--- src/rtl/sr_task_queue_ctrl.sv ---
// sr_task_queue_ctrl: round-robin command sequencer for the shift-register task queue.
// Grants one enqueue/dequeue/remove at a time, strobes the queue cells and tracks occupancy.
module sr_task_queue_ctrl #(
    parameter int DEPTH  = 8,
    parameter int TID_W  = 4,
    parameter int INFO_W = 32,
    parameter int NREQ   = 4
) (
    input  logic                         clk,
    input  logic                         rst,
    input  logic [NREQ-1:0]              req_valid,
    input  logic [2*NREQ-1:0]            req_op,
    input  logic [TID_W*NREQ-1:0]        req_tid,
    input  logic [INFO_W*NREQ-1:0]       req_info,
    output logic [NREQ-1:0]              req_ready,
    output logic                         req_err,
    output logic                         q_enqueue,
    output logic                         q_dequeue,
    output logic                         q_remove,
    output logic                         q_que_act,
    output logic                         q_que_blk,
    output logic [TID_W-1:0]             q_tid,
    output logic [INFO_W-1:0]            q_info,
    input  logic                         q_remove_hit,
    output logic [$clog2(DEPTH+1)-1:0]   count,
    output logic                         full,
    output logic                         empty
);

    localparam int CNT_W = $clog2(DEPTH+1);
    localparam int PTR_W = (NREQ > 1) ? $clog2(NREQ) : 1;

    typedef enum logic [1:0] {S_IDLE, S_ISSUE, S_SETTLE} state_t;
    typedef enum logic [1:0] {OP_ENQ = 2'b00, OP_DEQ = 2'b01, OP_REM = 2'b10, OP_RSV = 2'b11} op_t;

    state_t             state, state_nx;
    op_t                op_r, win_op;
    logic [TID_W-1:0]   tid_r, win_tid;
    logic [INFO_W-1:0]  info_r, win_info;
    logic [PTR_W-1:0]   rr_ptr, rr_ptr_nx, win_idx, cand;
    logic               any_valid, illegal;

    assign full  = (count == CNT_W'(DEPTH));
    assign empty = (count == '0);

    // Round-robin search: first valid requester at or after rr_ptr, wrapping.
    always_comb begin
        any_valid = 1'b0;
        win_idx   = '0;
        cand      = '0;
        for (int unsigned k = 0; k < NREQ; k++) begin
            cand = PTR_W'((32'(rr_ptr) + k) % 32'(NREQ));
            if (!any_valid && req_valid[cand]) begin
                any_valid = 1'b1;
                win_idx   = cand;
            end
        end
    end

    always_comb begin
        win_op   = OP_ENQ;
        win_tid  = '0;
        win_info = '0;
        for (int unsigned i = 0; i < NREQ; i++) begin
            if (PTR_W'(i) == win_idx) begin
                win_op   = op_t'(req_op[2*i +: 2]);
                win_tid  = req_tid[TID_W*i +: TID_W];
                win_info = req_info[INFO_W*i +: INFO_W];
            end
        end
    end

    assign illegal = (win_op == OP_RSV)
                   || ((win_op == OP_ENQ) && full)
                   || (((win_op == OP_DEQ) || (win_op == OP_REM)) && empty);

    assign rr_ptr_nx = (win_idx == PTR_W'(NREQ-1)) ? '0 : win_idx + 1'b1;

    always_ff @(posedge clk) begin
        if (rst) state <= S_IDLE;
        else     state <= state_nx;
    end

    always_comb begin
        state_nx = state;
        case (state)
            S_IDLE:   if (any_valid && !illegal) state_nx = S_ISSUE;
            S_ISSUE:  state_nx = S_SETTLE;
            S_SETTLE: state_nx = S_IDLE;
            default:  state_nx = S_IDLE;
        endcase
    end

    // Grant/error are combinational so the requester sees them in its request cycle.
    always_comb begin
        req_ready = '0;
        req_err   = 1'b0;
        q_enqueue = 1'b0;
        q_dequeue = 1'b0;
        q_remove  = 1'b0;
        q_que_act = 1'b0;
        q_que_blk = 1'b0;
        q_tid     = '0;
        q_info    = '0;
        case (state)
            S_IDLE: begin
                if (any_valid && !rst) begin
                    req_ready[win_idx] = 1'b1;
                    req_err            = illegal;
                end
            end
            S_ISSUE: begin
                q_tid = tid_r;
                case (op_r)
                    OP_ENQ: begin
                        q_enqueue = 1'b1;
                        q_que_act = 1'b1;
                        q_info    = info_r;
                    end
                    OP_DEQ: q_dequeue = 1'b1;
                    OP_REM: begin
                        q_remove  = 1'b1;
                        q_que_blk = 1'b1;
                    end
                    default: ;
                endcase
            end
            default: ;
        endcase
    end

    always_ff @(posedge clk) begin
        if (rst) begin
            rr_ptr <= '0;
            op_r   <= OP_ENQ;
            tid_r  <= '0;
            info_r <= '0;
            count  <= '0;
        end else begin
            if ((state == S_IDLE) && any_valid) begin
                rr_ptr <= rr_ptr_nx;
                op_r   <= win_op;
                tid_r  <= win_tid;
                info_r <= win_info;
            end
            if (state == S_SETTLE) begin
                case (op_r)
                    OP_ENQ: if (!full)  count <= count + 1'b1;
                    OP_DEQ: if (!empty) count <= count - 1'b1;
                    OP_REM: if (q_remove_hit && !empty) count <= count - 1'b1;
                    default: ;
                endcase
            end
        end
    end

endmodule

--- config.mk ---
export PLATFORM = sky130hd
export DESIGN_NAME = sr_task_queue_ctrl
export DESIGN_NICKNAME = d
export VERILOG_FILES = /design/src/rtl/sr_task_queue_ctrl.sv
export SDC_FILE = /design/constraint.sdc
export NUM_CORES = 1
export LEC_CHECK = 0
export ABC_CLOCK_PERIOD_IN_PS = 4700
export CAP_MARGIN = 0
export CORE_ASPECT_RATIO = 0.8
export CORE_MARGIN = 2
export CORE_UTILIZATION = 25
export CTS_CLUSTER_DIAMETER = 50
export DETAILED_ROUTE_END_ITERATION = 10
export SYNTH_ARGS = -nofsm -noshare
export SYNTH_HDL_FRONTEND = slang
export SYNTH_SLANG_ARGS = --single-unit
export TNS_END_PERCENT = 1
--- constraint.sdc ---
create_clock -name clk -period 4.7 [get_ports clk]
set_input_delay 0.94 -clock clk [delete_from_list [all_inputs] [get_ports clk]]
set_output_delay 0.94 -clock clk [all_outputs]
set_load 0.1 [all_outputs]
==> results.json <==
{
  "path_class": "in2out",
  "max_slew_margin": 0.2184,
  "htree_levels": 2,
  "drc": 0,
  "synth-async-reset-ratio": 0,
  "ys_ff_latch": 46,
  "fin_setup_tns_ps": 0,
  "worstMarginPinSlew_ps": 1172,
  "cts.sinks": 46,
  "numCtsBuffers": 5,
  "final_core_util": 0.4230,
  "fmax_mhz": 217.9,
  "gr-total-overflow": 0,
  "finalHoldViolations": 0,
  "place_hpwl_um": 10780,
  "grt_max_degree": 79,
  "multi_input_area_um2": 2753,
  "clockRootBuffer": "clkbuf_16",
  "dieArea_um2": 16660,
  "routabilityCongestion": 0.8442,
  "drive_above_1_share": 0.1855,
  "syn_inst": 486,
  "ctsLongestPathBuffers": 2,
  "cts_hold_buf": 0,
  "wirelength_um": 14540,
  "synth_nets": 658,
  "final_cell_mix": "clkdlybuf4s50_1 (166), nor2b_1 (73), buf_4 (58), dfxtp_1 (46), nand2_1 (43)",
  "avgSynthCellArea_um2": 8.045,
  "hold-worst-slack_ps": 508.5,
  "drt-wirelength-per-cell_um": 16.43,
  "grt_pass1_vias": 4543,
  "die_h_um": 115.9,
  "startpoint_type": "input pin",
  "crit_path_end_kind": "output pin",
  "holdCritPathClass": "reg2reg",
  "clk_pin_slew_ps": 60,
  "max-cap-violations": 0,
  "yosysTopAreaCell": "dfxtp_1",
  "regArea_um2": 920.9,
  "core_um2": 15160,
  "synth_warnings": 0,
  "row_count": 40,
  "start_util": 0.2578,
  "final_common_cell": "clkdlybuf4s50_1",
  "yosysSeqAreaShare": 0.2355,
  "die_w_um": 143.8,
  "synth_area_um2": 3910,
  "cellPowerDensity_nw_per_um2": 559.9,
  "yosysTopAreaCellShare": 0.2355,
  "path_max_fanout": 3,
  "fin_crit_sh": 0.9765,
  "slew_viol_final": 0,
  "placed_area_um2": 6158,
  "port_buffers": 210,
  "io_pins": 211,
  "setup_viol": 0,
  "p_leak_nw": 2.548,
  "ant_nets": 0,
  "grt_usage": 0.1707,
  "synth.distinct_cells": 43,
  "syn2layout_area_growth_pct": 64.06,
  "nNetsFinal": 845,
  "fin_area_um2": 6415,
  "status": "finished clean",
  "via_per_inst": 4.939,
  "final.fill_count": 1521,
  "antenna_found_initial": 0,
  "synth_edf_count": 0,
  "synth_flop_cell": "dfxtp_1",
  "power.total_mw": 3.592,
  "finalCriticalPeriod_ps": 4590,
  "critPathArrivalTime_ps": 3650,
  "skew_ps": 5.224,
  "cp.required_ps": 3760,
  "drtIter0Drc": 121,
  "ir_worst_vdd_v": 0.0002144,
  "cts_tree": "done",
  "dr.pass1.iters": 4,
  "grt_pass1_wl_um": 22650,
  "clk_latency_ps": 290,
  "yosys-top-cells-area": "dfxtp_1 (24%), nor2b_1 (12%), a211oi_2 (11%)",
  "vias": 4371
}
==> power breakdown <==
| group | leakage [nW] | internal (mW) | switching, mW |
|---|---|---|---|
| Combinational | 2.07 | 0.930 | 1.53 |
| Clock | 0.0971 | 0.320 | 0.159 |
| Sequential | 0.381 | 0.552 | 0.106 |
==> synth_stat cells (all sizes together) (3+ instances only) <==
library cell	n
buf	16
o31a	36
and2	9
a221oi	37
nand3	3
a21oi	12
inv	12
dfxtp	46
ha	12
o21ai	4
clkbuf	37
nor2b	74
nor2	42
a211oi	37
nand2	43
and3	38
==> path summary, 6_finish.rpt <==
path	startpoint	endpoint	slack (ps)	depth (start not counted)
max	req_valid[3]	req_err	110	13
min	info_r[3]	info_r[3]	510	2
max reg2reg	rr_ptr[1]	state[0]	2000	13
min reg2reg	info_r[3]	info_r[3]	510	2
==> critical path, cell delays in order <==
cell,delay (ps)
clkdlybuf4s50_1,510
o221ai_1,140
a21oi_2,180
inv_1,80
ha_2,200
nor2b_1,140
a221o_1,310
a22oi_2,160
ha_1,260
mux2_2,290
a21oi_4,160
nor3_4,60
buf_12,200
==> per-stage QoR <==
| stage | setup slack (ps) | cells |
|---|---|---|
| after CTS | 0.5875 | 883 |
| final | 110.3 | 885 |
| after global routing | -31.76 | 884 |
| after floorplan | -12.74 | 486 |
| after global placement | -26.88 | 875 |
| after detailed placement | -196.6 | 875 |
==> metal layers <==
layer | share of wire | track usage | vias up
met5 | 0 | 0 | -
met4 | 0.016 | 0.04052 | 0
met3 | 0.067 | 0.04050 | 20
met2 | 0.47 | 0.3086 | 148
met1 | 0.44 | 0.2052 | 2055
li1 | - | - | 2148
==> area by class of cell <==
cell class / instances / area share
multi-input cells: 375 / 0.4291
repair buffers: 233 / 0.3480
clock buffers: 6 / 0.02165
flip-flops and latches: 46 / 0.1436
inverters: 12 / 0.007022
diodes: 1 / 0.0003901
clock inverters: 2 / 0.009362
well taps: 210 / 0.04096
==> logic make-up (layout without fill, tap and decap cells) <==
family / count (synthesis) / after routing / synth area share
buffers and inverters: 65 / 253 / 0.08032
AOI/OAI and AO/OA: 141 / 141 / 0.3376
adders and majority gates: 13 / 13 / 0.04352
xor gates and xnor gates: 1 / 1 / 0.002240
DFF: 46 / 46 / 0.2355
and+or+nand+nor: 217 / 217 / 0.2925
muxes: 3 / 3 / 0.008320
other: 0 / 1 / 0
==> state kept, by name (all words and copies together), names as in the netlist <==
register	cells
info_r	32
count	4
tid_r	4
op_r	2
rr_ptr	2
state	2
==> what timing repair did <==
| action | in CTS | in global routing |
|---|---|---|
| endpoints found under the setup margin | 1 | 1 |
| setup buffers | 0 | 1 |
| resized for setup | 8 | 6 |
| pin swaps | 2 | 3 |
No activity file was read; power rests on OpenSTA's default activity.
